<file path="src/rtl/alu_issue_ctrl.sv">
`default_nettype none
// ============================================================================
// Module      : alu_issue_ctrl
// Description : Registers one operation per handshake onto the ALU inputs, waits
//               one settle cycle, then captures the result and flags and holds
//               them for a downstream handshake. An accumulator can replace a.
// Revision    : 1.0 - initial release
// ============================================================================
module alu_issue_ctrl #(
  parameter int WIDTH   = 5,
  parameter int CTRL_W  = 3,
  parameter int SHIFT_W = 2,
  parameter int FLAG_W  = 4
) (
  input  logic               clk,
  input  logic               rst_n,
  input  logic               in_valid,
  output logic               in_ready,
  input  logic [WIDTH-1:0]   in_a,
  input  logic [WIDTH-1:0]   in_b,
  input  logic [SHIFT_W-1:0] in_bshift,
  input  logic               in_lorr,
  input  logic [CTRL_W-1:0]  in_ctrl,
  input  logic               in_acc,
  output logic [WIDTH-1:0]   alu_a,
  output logic [WIDTH-1:0]   alu_b,
  output logic [SHIFT_W-1:0] alu_bshift,
  output logic               alu_lorr,
  output logic [CTRL_W-1:0]  alu_ctrl,
  input  logic [WIDTH-1:0]   alu_result,
  input  logic [FLAG_W-1:0]  alu_flag,
  output logic               out_valid,
  input  logic               out_ready,
  output logic [WIDTH-1:0]   out_result,
  output logic [FLAG_W-1:0]  out_flag,
  output logic [WIDTH-1:0]   acc,
  output logic               busy
);

  localparam logic [1:0] c_idle = 2'd0;
  localparam logic [1:0] c_exec = 2'd1;
  localparam logic [1:0] c_hold = 2'd2;

  logic [1:0] r_state;
  logic [1:0] w_next_state;
  logic       w_accept;

  always_ff @(posedge clk or negedge rst_n) begin
    if (!rst_n) begin
      r_state <= c_idle;
    end else begin
      r_state <= w_next_state;
    end
  end

  always_comb begin
    w_next_state = r_state;
    case (r_state)
      c_idle:  if (in_valid)  w_next_state = c_exec;
      c_exec:                 w_next_state = c_hold;
      c_hold:  if (out_ready) w_next_state = c_idle;
      default:                w_next_state = c_idle;
    endcase
  end

  always_comb begin
    in_ready = (r_state == c_idle);
    busy     = (r_state != c_idle);
  end

  assign w_accept = (r_state == c_idle) && in_valid;

  // ALU inputs change only on accept so they stay stable through EXEC and HOLD.
  always_ff @(posedge clk or negedge rst_n) begin
    if (!rst_n) begin
      alu_a      <= '0;
      alu_b      <= '0;
      alu_bshift <= '0;
      alu_lorr   <= 1'b0;
      alu_ctrl   <= '0;
    end else if (w_accept) begin
      alu_a      <= in_acc ? acc : in_a;
      alu_b      <= in_b;
      alu_bshift <= in_bshift;
      alu_lorr   <= in_lorr;
      alu_ctrl   <= in_ctrl;
    end
  end

  always_ff @(posedge clk or negedge rst_n) begin
    if (!rst_n) begin
      out_valid  <= 1'b0;
      out_result <= '0;
      out_flag   <= '0;
      acc        <= '0;
    end else begin
      if (r_state == c_exec) begin
        out_result <= alu_result;
        out_flag   <= alu_flag;
        acc        <= alu_result;
        out_valid  <= 1'b1;
      end else if ((r_state == c_hold) && out_ready) begin
        out_valid  <= 1'b0;
      end
    end
  end

endmodule
`default_nettype wire

</file>
<file path="config.mk">
export PLATFORM = sky130hd
export DESIGN_NAME = alu_issue_ctrl
export DESIGN_NICKNAME = d
export VERILOG_FILES = /design/src/rtl/alu_issue_ctrl.sv
export SDC_FILE = /design/constraint.sdc
export NUM_CORES = 1
export LEC_CHECK = 0
export BUFFER_PORTS_ARGS = -buffer_cell sky130_fd_sc_hd__buf_4
export CAP_MARGIN = 20
export CORE_MARGIN = 4
export CORE_UTILIZATION = 44
export DETAILED_ROUTE_END_ITERATION = 12
export MAX_ROUTING_LAYER = met4
export PLACE_DENSITY_LB_ADDON = 0.12
export SLEW_MARGIN = 20
export SYNTH_ARGS = -nofsm -noshare
export SYNTH_HDL_FRONTEND = slang
export SYNTH_SLANG_ARGS = --single-unit
</file>
<file path="constraint.sdc">
create_clock -name clk -period 1.7 [get_ports clk]
set_input_delay 0.255 -clock clk [delete_from_list [all_inputs] [get_ports clk]]
set_output_delay 0.255 -clock clk [all_outputs]
set_load 0.01 [all_outputs]
</file>
Yosys cells after proc, flatten, opt, wreduce, memory -nomap -nowiden
Index checks and enable logic that the tools add are counted.

Add/subtract/negate cells: 0. $mul: 0. Div/mod/pow operators: 0. $lt $le $gt $ge: 0. Equal/unequal tests: 4. Shifts and indexed selects: 0. Muxes and demuxes: 6. Bitwise operators: 0. Reductions and logical operators: 6.

Operators with widths (count): case mux 2 bit (3 select lines) (1); 2-to-1 mux 5 bit (1); 2-to-1 mux 2 bit (2); inequality test 2 bit, second input constant (2); nonzero test 2 bit (2); == test 2 x 1 -> 1 bit, second input constant (1); == test 2 bit, second input constant (1); logical AND 1 bit (2); logical NOT 2 bit (1); 2-to-1 mux 1 bit (2); AND reduction 2 bit (1).

Register bits: 28. Latch bits: 0. Bits in writable memories: 0. Bits in read-only memories: 0. Input port bits: 30. Output and inout bits: 33. Word-level logic and storage cells: 25. Memories: 0.

Depth between registers and ports, before layout
Gate-level depths: netlist (run 1).

Word-level depth: 4. Mapped depth: 3. Depth with buffers taken out: 2.

Worst setup path after synthesis (run 1)
No wires, ideal clock.

Path type: reg-to-reg. Start: register r_state[0]. End: register alu_a[0]. Library setup time: 0.125 ns. Arrival: 1.289 ns. Data required time: 1.575 ns. Slack: 0.286 ns. Stages on the path, launching flop included: 4. Buffers on the path: 1. Cells stage by stage: dfrtp_1 -> nor3b_4 -> buf_12 -> mux2_4.

Longest elaborated chain between the ends: 2.

RTL lines: start, declared (line 44) `logic [1:0] r_state;`; start signal, assigned (line 50) `r_state <= c_idle;`; start signal, assigned (line 52) `r_state <= w_next_state;`; logical NOT 2 bit (line 71) `assign w_accept = (r_state == c_idle) && in_valid;`; logical AND 1 bit (line 71); end signal, assigned (line 82) `alu_a <= in_acc ? acc : in_a;`; end, declared (line 25) `output logic [WIDTH-1:0] alu_a,`.

Every way passes these cells. A chain may end at the register's enable or synchronous reset.

Worst setup path after layout (run 1)
Start: register r_state[0]. End: register alu_ctrl[1].

Longest elaborated chain between the ends: 2.

RTL lines: logical NOT 2 bit (line 71); logical AND 1 bit (line 71); end signal, assigned (line 86) `alu_ctrl <= in_ctrl;`; end, declared (line 29) `output logic [CTRL_W-1:0] alu_ctrl,`.

Every way passes these cells.

==> results of run 1 <==
-- sequential cells by signal, indices dropped and copies added, names as in the netlist --
signal      count
out_result      5
alu_lorr        1
out_valid       1
alu_ctrl        3
alu_a           5
alu_b           5
out_flag        4
alu_bshift      2
r_state         2
-- power by group through the flow --
stage,combinational (uW),sequential (uW),clock (uW)
after floorplan,751,1370,0
after global placement,1560,1230,0
after detailed placement,1590,1260,0
after CTS,1590,1240,329
after global routing,1670,1290,361
final,1560,1240,308
-- synth_stat cells --
master,n,area [sq um]
dfrtp_1,28,701
mux2_2,21,236
mux2_4,9,135
buf_4,5,37.5
inv_1,2,7.51
a21boi_0,1,7.51
a2bb2oi_1,1,8.76
buf_12,1,20.0
buf_2,1,5.00
nor2_1,1,3.75
nor2b_1,1,6.26
nor3b_1,1,7.51
nor3b_4,1,18.8
or2_2,1,6.26
-- how the worst max path moves through the flow --
| stage | endpoint | depth (start not counted) | slack [ns] | startpoint |
|---|---|---|---|---|
| 2_1_floorplan | alu_a[0] | 3 | 0.29 | r_state[0] |
| 3_3_place_gp | alu_b[0] | 3 | 0.32 | r_state[0] |
| 3_5_place_dp | alu_bshift[0] | 3 | 0.26 | r_state[0] |
| 4_1_cts | alu_b[3] | 3 | 0.24 | r_state[0] |
| 5_1_grt | alu_b[0] | 3 | 0.20 | r_state[1] |
| 6_report | alu_ctrl[1] | 3 | 0.26 | r_state[0] |
-- cells by family (layout without fill, tap and decap cells) --
group           Yosys count  after routing  share of synthesized area, %
simple gates              5              5                          3.54
flops                    28             28                          58.3
buf+inv                   9             71                          5.83
mux                      30             30                          30.9
compound gates            2              2                          1.35
-- layout make-up --
type	count	area share, %
inverter	2	0.441
clock buffer	4	2.13
sequential	28	41.1
timing repair buffer	65	28.8
multi-input combinational	37	25.3
tap	30	2.20
-- routing by layer --
metal | part of all wire (%) | global-route usage, % | routed length [um]
met2 | 53 | 26.5 | 1270
met3 | 8.8 | 2.16 | 212
met5 | 0 | - | 0
met4 | 0.75 | 4.75 | 18
met1 | 37 | 15.4 | 892
-- through the flow --
stage	cell area [sq um]	hold slack [ns]	util, %	cells
6_report	1700	0.156	66.9	166
3_5_place_dp	1660	0.187	65.1	161
3_3_place_gp	1660	0.187	65.1	161
5_1_grt	1700	0.126	66.9	166
2_1_floorplan	1200	-0.0406	-	74
4_1_cts	1700	0.138	66.9	166
==> flow_summary.ini, run 1 <==
[logic_synthesis]
synth-seq-cells = 28
yosysSeqAreaShare_pct = 58.3
avgSynthCellArea_sq_um = 16.2
post_synth_num_cell_types = 14
synth_fp_nets = 104
ys.warnings.count = 0
syn_inst = 74
syn_area_sq_um = 1200

[route]
drt_first_iter_violations = 4
wl_per_cell_um = 14.4
drtAntennaViolNets = 0
number_of_optimization_iterations_in_the_first_detailed_route_pass = 2
drt_drc_violations_left = 0
drt_wirelength_um = 2400
vias_per_cell = 4.86
via_count = 806

[placement]
dp_hpwl_um = 1910
place.port_buffers = 62
gp_weighted_congestion = 0.692
preCtsSetupSlack_ns = 0.261

[clocking]
clock_tree_from_tritoncts = done
cts.sinks = 28
maximum_buffer_depth_of_the_clock_tree = 2
holdBufCountCts = 1
htree_num_levels = 1
cts_post_setup_buffers_inserted = 0
ctsResizeCount = 0
cts.clk_slew.worst_paths_ns = 0.14
cts_inserted_buffers = 3
clock_root_cell = clkbuf_4
clk_latency_ns = 0.31

[sta]
final.period_utilization_pct = 84.6
setup_viol = 0
worst-slew-pin-transition_ns = 0.338
tns_ns = 0
clock.fmax_ghz = 0.696
report.final.hold_viol_count = 0
rsz_0062_raised_after_global_routing = no
slew-limit-headroom_pct = 77.5
final.setup_skew_ns = 0.00780
final.min_clock_period_ns = 1.44
maxSlewViolCount = 0
final_worst_path_setup_slack_ns = 0.263

[pwr]
cellInternalPower_uw = 2110
power-per-cell-area_nw_per_um2 = 1820
vdd.ir_drop.worst_mv = 1.10
pwr-share-seq_pct = 39.9
total_power_draw_uw = 3100
switchingPower_uw = 988
power.static_leakage_uw = 0.000844
power.share.clock_pct = 9.9
comb_power_share_pct = 50.2
netSwitchingFraction_pct = 31.9

[layout]
finalNetCount = 167
layout.cells.most_common_list = 64 x buf_4, 28 x dfrtp_1, 21 x mux2_2, 9 x mux2_4, 3 x clkbuf_4
n_antenna_cell = 0
multi_input_gate_area_in_the_final_layout_sq_um = 430
drive_gt1_share_pct = 73.5
final-seq-area_sq_um = 701
signed_area_change_from_the_synthesized_netlist_to_the_final_layout_pct = 41.8
number_of_fill_cells = 196
mostFrequentLayoutCell = buf_4

[setup_path]
cp_max_fo = 17
critical_path_class = reg2reg
r2r-start = r_state[0]
end_kind = register
critical_path.cell_chain = nor3b_4 -> buf_4 -> mux2_2
r2r_end = alu_ctrl[1]
worst-r2r-cell-count = 3
slowest_stage = dfrtp_1
cp_slowest_stage_delay_ns = 0.47
worst-endpoint-required_ns = 1.92
worst_path_dominant_cell_family = flip-flops
flop2flop_setup_slack_ns = 0.26
timing.critical_path.from_type = register
crit_arrival_ns = 1.65
cp_num_buf_inv = 1

[floorplan]
core_region_area_sq_um = 2540
die_y_um = 60.3
floorplan.io_pins = 63
fp.dieW_um = 60.3
initial_core_util_pct = 47.2
die_area_sq_um = 3630
core.rowCount = 18

[global_routing]
grt_overflow_total = 0
grt_max_degree = 29
first_global_vias = 875
tot_gr_track_use_pct = 14.3
grt_antenna_before_repair = 0
grt_pass1_wl_um = 3750

[outcome]
run_status = completed

[hold_path]
hold-path-endpoint = alu_b[4]
hold_path.startpoint = in_b[4]
worst_min_delay_path_class = in2reg
whs_path_depth = 2

[flow_run]
cap_viol_max_count = 0
Power figures use the tool's default switching activity.
==> inputs of run 2 (changes only) <==
Settings changed: CORE_UTILIZATION 44 to 39.
Clock period 1.7 ns to 1.2 ns, I/O delays scaled along.
==> run 2 against run 1 <==
Against the previous run:
- the flow now finishes with violations (setup timing)
- critical path depth is 1 higher
- clock power up 45%
- first-iteration DRC count rose to 5.8 times the previous value
- combinational power increased by 65%
- setup slack lost 0.41 ns
- flip-flop and latch count stayed put
- clock skew decreased by 0.0063 ns
- utilization is 2.9 points lower
- power grew 54%
- hold slack worse by 0.080 ns
- clock-buffer cell count unchanged
- critical path type is now reg2out
==> flow_summary.ini, run 2 (synthesis gave the netlist of run 1 again) <==
[placement]
dpl.cell_count = 167
dp_hpwl_um = 1950
preCtsSetupSlack_ns = -0.110
detailed_place.area_sq_um = 1700
place.port_buffers = 62
gp_weighted_congestion = 0.663

[clocking]
cts_inserted_buffers = 3
cts.sinks = 28
htree_num_levels = 1
clk_latency_ns = 0.32
maximum_buffer_depth_of_the_clock_tree = 2
clock_root_cell = clkbuf_4
cts.clk_slew.worst_paths_ns = 0.14
clock_tree_from_tritoncts = done

[layout]
finalNetCount = 174
finalNonFillerCells = 174
number_of_fill_cells = 227
fin_area_sq_um = 1830
reg.largest.list = alu_a x5, alu_b x5, out_result x5
drive_gt1_share_pct = 77.6
signed_area_change_from_the_synthesized_netlist_to_the_final_layout_pct = 52.0
layout.cells.most_common_list = 65 x buf_4, 28 x dfrtp_1, 16 x mux2_4, 14 x mux2_2, 6 x buf_6
mostFrequentLayoutCell = buf_4
n_antenna_cell = 0

[pwr]
power.share.clock_pct = 9.3
cellInternalPower_uw = 3250
vdd.ir_drop.worst_mv = 1.71
pwr-share-seq_pct = 36.8
power.static_leakage_uw = 0.000914
switchingPower_uw = 1520
netSwitchingFraction_pct = 31.8
power-per-cell-area_nw_per_um2 = 2610
comb_power_share_pct = 53.8

[global_routing]
tot_gr_track_use_pct = 13.7
grt_max_degree = 29
grt_antenna_before_repair = 0
grt_pass1_wl_um = 4230
first_global_vias = 904
grt_overflow_total = 0

[outcome]
run_status = finished, violations left
failed_checks = setup timing

[sta]
tns_ns = -2.61
slew-limit-headroom_pct = 76.9
worst-slew-pin-transition_ns = 0.346
report.final.hold_viol_count = 0
setup_viol = 27
final.min_clock_period_ns = 1.35
final.setup_skew_ns = 0.00152
final_worst_path_setup_slack_ns = -0.151
clock.fmax_ghz = 0.740
rsz_0062_raised_after_global_routing = yes
final.period_utilization_pct = 113
maxSlewViolCount = 0
hold_slack_ns = 0.0758

[floorplan]
core.rowCount = 19
die_y_um = 63.5
floorplan.io_pins = 63
die_area_sq_um = 4030
initial_core_util_pct = 42.1
core_region_area_sq_um = 2850
fp.dieW_um = 63.5

[setup_path]
worst-endpoint-required_ns = 1.02
timing.critical_path.from_type = register
crit_arrival_ns = 1.17
cp_max_fo = 3
end_kind = output pin
critical_path_class = reg2out

[route]
number_of_optimization_iterations_in_the_first_detailed_route_pass = 2
drtAntennaViolNets = 0
drt_first_iter_violations = 23
vias_per_cell = 4.75
wl_per_cell_um = 14.9
drt_wirelength_um = 2590
drt_drc_violations_left = 0
via_count = 826

[hold_path]
worst_min_delay_path_class = in2reg

[flow_run]
cap_viol_max_count = 0
## run 2: cell count changes in the layout (fill, tap and decap cells not counted), sizes merged
cell  previous run  this run
buf             64        71
## run 2: through the flow
step	util, %	power [uW]
after floorplan	-	3010
after CTS	63.0	4740
final	64.0	4770
after global placement	59.4	4050
after global routing	64.0	5070
after detailed placement	59.4	4100
## run 2: final timing paths
| kind | from | to | slack [ns] | cells past startpoint |
|---|---|---|---|---|
| hold reg to reg | out_flag[0] | out_flag[0] | 0.53 | 1 |
| max in group asynchronous | rst_n | alu_a[4] | 0.66 | 2 |
| min in group asynchronous | rst_n | out_flag[1] | 0.28 | 2 |
| setup / recovery | r_state[1] | busy | -0.15 | 4 |
| hold / removal | alu_result[1] | out_result[1] | 0.08 | 2 |
| setup reg to reg | r_state[0] | alu_a[0] | -0.13 | 3 |
## run 2: power by group through the flow
| stage | Clock, uW | Combinational, uW | Sequential (uW) |
|---|---|---|---|
| global route | 513 | 2730 | 1830 |
| floorplan | 0 | 1070 | 1940 |
| global placement | 0 | 2310 | 1740 |
| detailed placement | 0 | 2340 | 1760 |
| CTS | 474 | 2500 | 1760 |
| finish | 446 | 2570 | 1760 |
## run 2: timing repair
| action | 4_1_cts | 5_1_grt |
|---|---|---|
| resized for setup | 12 | 8 |
| setup buffers | 2 | 1 |
| hold buffers | 1 | 0 |
| pin swaps | 1 | 2 |
| endpoints found under the hold margin | 28 | 0 |
| cloned | 0 | 0 |
| endpoints found under the setup margin | 25 | 28 |
## run 2: final cells by class
class                           count  area, sq um  share of cell area [%]
Inverter                            2         7.51                   0.411
Timing Repair Buffer               72          566                    31.0
Tap cell                           31         38.8                    2.12
Sequential cell                    28          701                    38.4
Multi-Input combinational cell     37          477                    26.1
Clock buffer                        4         36.3                    1.99
## run 2: critical path, stage by stage, from the launching register on
cell and delay, ns:
dfrtp_1 0.46, buf_6 0.14, nor2_4 0.10, inv_2 0.04
buf_6 0.11
## run 2: routing by layer
layer | track usage [%] | vias to the layer above | wire, um
met5 | - | - | 0
li1 | - | 389 | -
met1 | 15.6 | 397 | 1030
met2 | 23.1 | 36 | 1320
met4 | 3.23 | 0 | 17
met3 | 4.80 | 4 | 219
==> inputs of run 3 (changes only) <==
Settings changed: CORE_UTILIZATION 39 to 41, CTS_BUF_LIST from default to sky130_fd_sc_hd__clkbuf_8.
==> run 3 against run 2 <==
Against the previous run:
- the run still ends with setup timing left
- setup slack improved by 0.031 ns
- power shrank 1.8%
- sequential share of layout area is 0.70 points higher
- register-to-register slack is essentially flat
- clock-buffer cell count is 1 lower
- critical path type is now reg2reg
- critical endpoint is now alu_b[1]
- largest cell class unchanged
- highest routed layer unchanged
==> flow_summary.ini, run 3 (synthesis gave the netlist of run 1 again) <==
[outcome]
run_status = finished, violations left
failed_checks = setup timing

[layout]
drive_gt1_share_pct = 74.8
fin_util_pct = 64.5
reg.largest.list = alu_a x5, alu_b x5, out_result x5
mostFrequentLayoutCell = buf_4
n_antenna_cell = 0
finalNetCount = 171
signed_area_change_from_the_synthesized_netlist_to_the_final_layout_pct = 49.3
layout.cells.most_common_list = 65 x buf_4, 28 x dfrtp_1, 16 x mux2_4, 14 x mux2_2, 3 x clkbuf_8
number_of_fill_cells = 227

[route]
number_of_optimization_iterations_in_the_first_detailed_route_pass = 4
wl_per_cell_um = 14.3
vias_per_cell = 4.78
drt_drc_violations_left = 0
drtAntennaViolNets = 0
drt_first_iter_violations = 8
via_count = 812
drt_wirelength_um = 2430

[sta]
setup_viol = 27
final.period_utilization_pct = 110
slew-limit-headroom_pct = 76.8
clock.fmax_ghz = 0.757
worst-slew-pin-transition_ns = 0.348
final.min_clock_period_ns = 1.32
final.setup_skew_ns = 0.00262
final_worst_path_setup_slack_ns = -0.120
rsz_0062_raised_after_global_routing = yes
report.final.hold_viol_count = 0
maxSlewViolCount = 0

[hold_path]
hold_path.startpoint = in_lorr
whs_path_depth = 2
hold-path-endpoint = alu_lorr
worst_min_delay_path_class = in2reg

[placement]
gp_weighted_congestion = 0.750
preCtsSetupSlack_ns = -0.108
dp_hpwl_um = 1860
place.port_buffers = 62

[setup_path]
critical_path_class = reg2reg
timing.critical_path.from_type = register
r2r_end = alu_b[1]
r2r-start = r_state[1]
end_kind = register
crit_arrival_ns = 1.48
worst-r2r-cell-count = 3
worst-endpoint-required_ns = 1.36
cp_max_fo = 12
flop2flop_setup_slack_ns = -0.12

[global_routing]
grt_pass1_wl_um = 4080
first_global_vias = 867
globalRouteMet1Util_pct = 15.2
globalRouteMet2Util_pct = 21.1
grt_antenna_before_repair = 0
grt_overflow_total = 0
grt_util_met3_pct = 4.68
tot_gr_track_use_pct = 13.3
grt_max_degree = 29
grt.busiest_layer = met2

[floorplan]
fp.dieW_um = 62.1
die_area_sq_um = 3860
core.rowCount = 19
initial_core_util_pct = 43.2
die_y_um = 62.1
floorplan.io_pins = 63
core_region_area_sq_um = 2780

[clocking]
clock_tree_from_tritoncts = done
clock_root_cell = clkbuf_8
htree_num_levels = 1
cts.sinks = 28
maximum_buffer_depth_of_the_clock_tree = 2
clk_latency_ns = 0.27
cts_post_setup_buffers_inserted = 0
cts.clk_slew.worst_paths_ns = 0.08
cts_inserted_buffers = 3

[pwr]
power-per-cell-area_nw_per_um2 = 2610
vdd.ir_drop.worst_mv = 1.66
power.static_leakage_uw = 0.000899

[flow_run]
cap_viol_max_count = 0
[run 3: cell types whose count changed in the layout (fill, tap and decap cells not counted), sizes merged]
| cell | previous run | this run |
|---|---|---|
| buf | 71 | 68 |
| clkbuf | 4 | 3 |
[run 3: layer usage]
| metal | vias to the layer above | wire length (um) | part of all wire, % |
|---|---|---|---|
| met5 | - | 0 | 0 |
| met4 | 0 | 46 | 1.9 |
| met3 | 5 | 244 | 10 |
| met2 | 37 | 1200 | 49 |
| met1 | 389 | 941 | 39 |
| li1 | 381 | - | - |
[run 3: final cells by class]
cell class | instances | area, sq um | area share, %
clock buffer | 3 | 41.3 | 2.30
multi-input combinational | 37 | 464 | 25.9
timing repair buffer | 69 | 541 | 30.1
tap | 31 | 38.8 | 2.16
inverter | 2 | 7.51 | 0.419
sequential | 28 | 701 | 39.1
[run 3: worst max path at each step]
stage / start / endpoint / depth (start not counted)
detailed placement: r_state[0] / alu_b[1] / 3
floorplan: r_state[0] / alu_a[0] / 3
CTS: r_state[0] / alu_a[3] / 3
global placement: r_state[0] / alu_a[2] / 3
global route: r_state[1] / alu_bshift[1] / 3
finish: r_state[1] / alu_b[1] / 3
[run 3: worst max-delay path, stage by stage, from the launching register on]
cell,delay [ns]
dfrtp_1,0.43
nor3b_4,0.28
buf_12,0.19
mux2_4,0.30
[run 3: stage by stage]
step / area, sq um / setup TNS (ns) / hold WS, ns / power, uW / cells
3_5_place_dp: 1700 / -1.60 / 0.115 / 4110 / 166
5_1_grt: 1790 / -4.02 / 0.127 / 5000 / 170
4_1_cts: 1790 / -2.22 / 0.128 / 4750 / 170
2_1_floorplan: 1200 / -2.68 / -0.116 / 3010 / 74
6_report: 1790 / -2.25 / 0.137 / 4690 / 170
3_3_place_gp: 1700 / -1.25 / 0.117 / 4060 / 166
[run 3: timing repair]
| action | in CTS | in global routing |
|---|---|---|
| hold buffers | 1 | 0 |
| endpoints found under the hold margin | 28 | 0 |
| setup endpoints to repair | 27 | 28 |
| resized for setup | 9 | 2 |
| pin swaps | 0 | 1 |
[run 3: power breakdown]
group	switching, uW	internal, uW	total (uW)
sequential	335	1420	1760
combinational	877	1570	2440
clock	260	225	485
